--- config.mk ---
export PLATFORM = sky130hd
export DESIGN_NAME = multiplier_core
export DESIGN_NICKNAME = d
export VERILOG_FILES = /design/src/rtl/multiplier_pkg.sv /design/src/rtl/full_adder.sv /design/src/rtl/multiplier_core.sv
export SDC_FILE = /design/constraint.sdc
export NUM_CORES = 1
export LEC_CHECK = 0
export CAP_MARGIN = 20
export CORE_AREA = 2 2 39 41
export DETAILED_ROUTE_END_ITERATION = 10
export DIE_AREA = 0 0 41 43
export SYNTH_ARGS = -nofsm -noshare
export SYNTH_HDL_FRONTEND = slang
export SYNTH_HIERARCHICAL = 1
export SYNTH_SLANG_ARGS = --single-unit
--- constraint.sdc ---
create_clock -name clk -period 1 [get_ports clk]
set_input_delay 0.2 -clock clk [delete_from_list [all_inputs] [get_ports clk]]
set_output_delay 0.2 -clock clk [all_outputs]
set_load 0.005 [all_outputs]
--- src/rtl/multiplier_pkg.sv ---
// Shared constants for the array multiplier: default operand width and product width.
package multiplier_pkg;

  localparam int DEFAULT_WIDTH = 2;

  function automatic int prod_width(input int w);
    return w + w;
  endfunction

endpackage

--- src/rtl/full_adder.sv ---
// One-bit full adder cell, replicated by multiplier_core to build its adder array.
module full_adder (
  input  logic a,
  input  logic b,
  input  logic cin,
  output logic sum,
  output logic cout
);

  assign sum  = a ^ b ^ cin;
  assign cout = (a & b) | (a & cin) | (b & cin);

endmodule

--- src/rtl/multiplier_core.sv ---
// Registered array multiplier: AND-gate partial products summed by rows of full adders.
// Define MULT_SIGNED_EN for two's-complement operands using Baugh-Wooley correction.
module multiplier_core
  import multiplier_pkg::*;
#(
  parameter int WIDTH = DEFAULT_WIDTH
) (
  input  logic                         clk,
  input  logic                         rst_n,
  input  logic [WIDTH-1:0]             A,
  input  logic [WIDTH-1:0]             B,
  input  logic                         in_valid,
  output logic [prod_width(WIDTH)-1:0] P,
  output logic                         out_valid
);

  localparam int PW = prod_width(WIDTH);
`ifdef MULT_SIGNED_EN
  // Extra row carries the Baugh-Wooley constant (1 at bit WIDTH and bit PW-1).
  localparam int NROWS = WIDTH + 1;
`else
  localparam int NROWS = WIDTH;
`endif

  wire logic [PW-1:0] row [NROWS];
  wire logic [PW-1:0] acc [NROWS];
  wire logic [PW:0]   cy  [1:NROWS-1];
  wire logic [NROWS-1:1] unused_top_carry;

  logic [PW-1:0] p_q, p_d;
  logic          out_valid_q, out_valid_d;

  genvar gi, gj, gr, gb;
  generate
    for (gi = 0; gi < WIDTH; gi++) begin : g_pp_row
      for (gj = 0; gj < PW; gj++) begin : g_pp_bit
        if (gj >= gi && gj < gi + WIDTH) begin : g_active
`ifdef MULT_SIGNED_EN
          if ((gi == WIDTH - 1) != (gj - gi == WIDTH - 1)) begin : g_inv
            assign row[gi][gj] = ~(A[gj-gi] & B[gi]);
          end else begin : g_pos
            assign row[gi][gj] = A[gj-gi] & B[gi];
          end
`else
          assign row[gi][gj] = A[gj-gi] & B[gi];
`endif
        end else begin : g_zero
          assign row[gi][gj] = 1'b0;
        end
      end
    end

`ifdef MULT_SIGNED_EN
    assign row[WIDTH] = (PW'(1) << WIDTH) | (PW'(1) << (PW - 1));
`endif

    assign acc[0] = row[0];

    // Each adder row folds one more partial-product row into the running sum;
    // the product always fits in PW bits, so the final carry is dropped.
    for (gr = 1; gr < NROWS; gr++) begin : g_add_row
      assign cy[gr][0] = 1'b0;
      for (gb = 0; gb < PW; gb++) begin : g_add_bit
        full_adder u_fa (
          .a   (acc[gr-1][gb]),
          .b   (row[gr][gb]),
          .cin (cy[gr][gb]),
          .sum (acc[gr][gb]),
          .cout(cy[gr][gb+1])
        );
      end
      assign unused_top_carry[gr] = cy[gr][PW];
    end
  endgenerate

  always_comb begin
    p_d         = p_q;
    out_valid_d = 1'b0;
    if (in_valid) begin
      p_d         = acc[NROWS-1];
      out_valid_d = 1'b1;
    end
  end

  always_ff @(posedge clk or negedge rst_n) begin
    if (!rst_n) begin
      p_q         <= '0;
      out_valid_q <= 1'b0;
    end else begin
      p_q         <= p_d;
      out_valid_q <= out_valid_d;
    end
  end

  assign P         = p_q;
  assign out_valid = out_valid_q;

endmodule

==> run metrics <==
dpl cell area=~480 um2; Detailed Route Iter0 Violations=0; Via Count=roughly 220; top cell type's share of synthesized area=44.8%; total length of routed wires=553 um; unrepaired setup endpoints after global routing=true; Pre-Repair DR Iteration Count=1; antenna diode count=0; Sink Count=5; max incr delay on CP=~440 ps; crit share post-route=172%; status=complete, but fails checks; worst clock skew=0 ps; clock share of power=a little under a third; crit path DAT=approximately 1800 ps; post-placement setup slack=-1390 ps; fillers=149; cts hold-fix bufs=0; Top delay family on crit path=adder cells; I/O pins=12; Sw Ratio=a little under a quarter; number of H-tree levels=1; number of remaining DRC errors=0; Starting Density=roughly a fifth; Buf+Inv Stages, Crit Path=1; sequential area share after synthesis=about 45%; most used cell, CP=fa_2; clk_lat worst skew=approximately 240 ps; WL per Instance=about 9.2 um; Max-cap violations=0; worst-case hold slack=~180 ps; total power=roughly 760 uW; Max Slew Vio Count=0; core area=~0.0014 mm2; Internal=roughly 580 uW; GPL Wtd Cong=around 0.58; Ys Warns=6; top cell type by total area after synthesis=dfrtp_1; Area contributors post-synth=dfrtp_1 45%, fa_1 29%, mux2_1 16%; sequential share of power=around a third; total track usage=under 10%; CTS Root Cell=clkbuf_4; Post-Syn Instances=18; critical path cell sequence=buf_6 > and2_4 > fa_2 > fa_2 > fa_1 > mux2_4; ANT nets after route=0; hold crit path type=primary input to async pin; cell area power density=roughly 1500 mW/mm2; crit-path max FO=2; final setup fails=3; Yosys cell types=5; largest net degree at the start of global routing=6; Worst EP required=around 1100 ps; Mapped Avg Cell Area=about 16 um2; Gate power share=between 30 and 40%; synthesized flop and latch total=5; global-route wire length before repair=~830 um; CP Class=primary input to flip-flop; fmax=0.581 GHz; Row Count=14; initial antenna violation count=0; grt ovf=0; Startpoint Class=primary input; CP Capture Type=flip-flop; share of cells above drive strength 1=65.9%; Post-Layout Inst Area=between 500 and 600 um2; CTS tree=done; Die Width=approximately 41 um; Area Growth Syn to Fin=81.2%; final hold vios=0; critical-path cell with the highest stage delay=fa_1; layout net count=56; Max Root-Sink Buffers=2; Die Y=roughly 43 um; P_leak=between 0.0002 and 0.0003 uW; Final WS setup=-721 ps; NetSw=176 uW; VDD IR max=0.000346 V; crit path time final=1720 ps; Cell Area, Synth=279 um2; port buffer count=11; Die ar.=0.00176 mm2; Clk pin slew, worst setup/hold paths=40 ps; vias per cell=3.65; Num CTS Buffers=3; violated checks=setup timing; vias in the first global route=236
## registers in the layout (all words and copies together) (netlist names)
| register | flops |
|---|---|
| out_valid | 1 |
| P | 4 |
## layout by cell type (no fill, tap or decap), drive strengths merged
cell type,netlist,layout
clkdlybuf4s50,0,1
conb,1,5
and2,4,4
clkbuf,0,4
fa,4,4
buf,0,16
dlygate4sd2,0,1
mux2,4,4
dfrtp,5,5
## synth_stat cells
| cell type | count |
|---|---|
| fa_1 | 4 |
| dfrtp_1 | 5 |
| and2_1 | 4 |
| conb_1 | 1 |
| mux2_1 | 4 |
## cell type report
cell class	count	area (um2)	area share, %
Multi-Input combinational cell	17	199	39.4
Timing Repair Buffer	18	135	26.7
Sequential cell	5	125	24.8
Clock buffer	4	26.3	5.20
Tap cell	16	20.0	3.96
## kinds of logic after synthesis
family	synth area share, %
DFF	44.8
muxes	16.1
adders and majority gates	28.7
other	1.34
and+or+nand+nor	8.97
## power by group through the flow
stage                     clock [uW]  combinational (uW)  sequential (uW)
final                            229                 271              257
after global placement             0                 265              262
after floorplan                    0                95.4              266
after CTS                        243                 271              258
after global routing             245                 303              262
after detailed placement           0                 273              264
## layer usage
metal	vias to the layer above	track usage [%]	wire length, um
met1	104	6.25	190
met4	0	8.00	0
li1	103	-	-
met5	-	0	0
met2	12	12.5	292
met3	0	1.57	70
## timing repair
action / in CTS / in global routing
pin swaps: 5 / 4
endpoints found under the hold margin: 0 / 0
endpoints found under the setup margin: 9 / 4
resized for setup: 38 / 3
buffers inserted: 3 / 0
## metrics by stage
step                setup TNS [ps]  instances  utilization [%]
finish                       -1090         60             36.5
floorplan                    -1440         22                -
global placement             -3700         53             34.8
detailed placement           -3840         53             34.8
CTS                          -1170         60             35.4
global route                 -1180         60             36.5
## worst paths after layout
kind	startpoint	endpoint	slack (ps)	depth (start not counted)
max in group asynchronous	rst_n	P[0]$_DFFE_PN0P_	630	1
max	A[1]	P[3]$_DFFE_PN0P_	-720	6
min reg2reg	P[0]$_DFFE_PN0P_	P[0]$_DFFE_PN0P_	590	2
max reg2reg	P[1]$_DFFE_PN0P_	P[1]$_DFFE_PN0P_	20	3
min in group clk	in_valid	out_valid$_DFF_PN0_	370	1
min	rst_n	out_valid$_DFF_PN0_	180	1
Note: power is estimated with default switching activity, not from simulation.
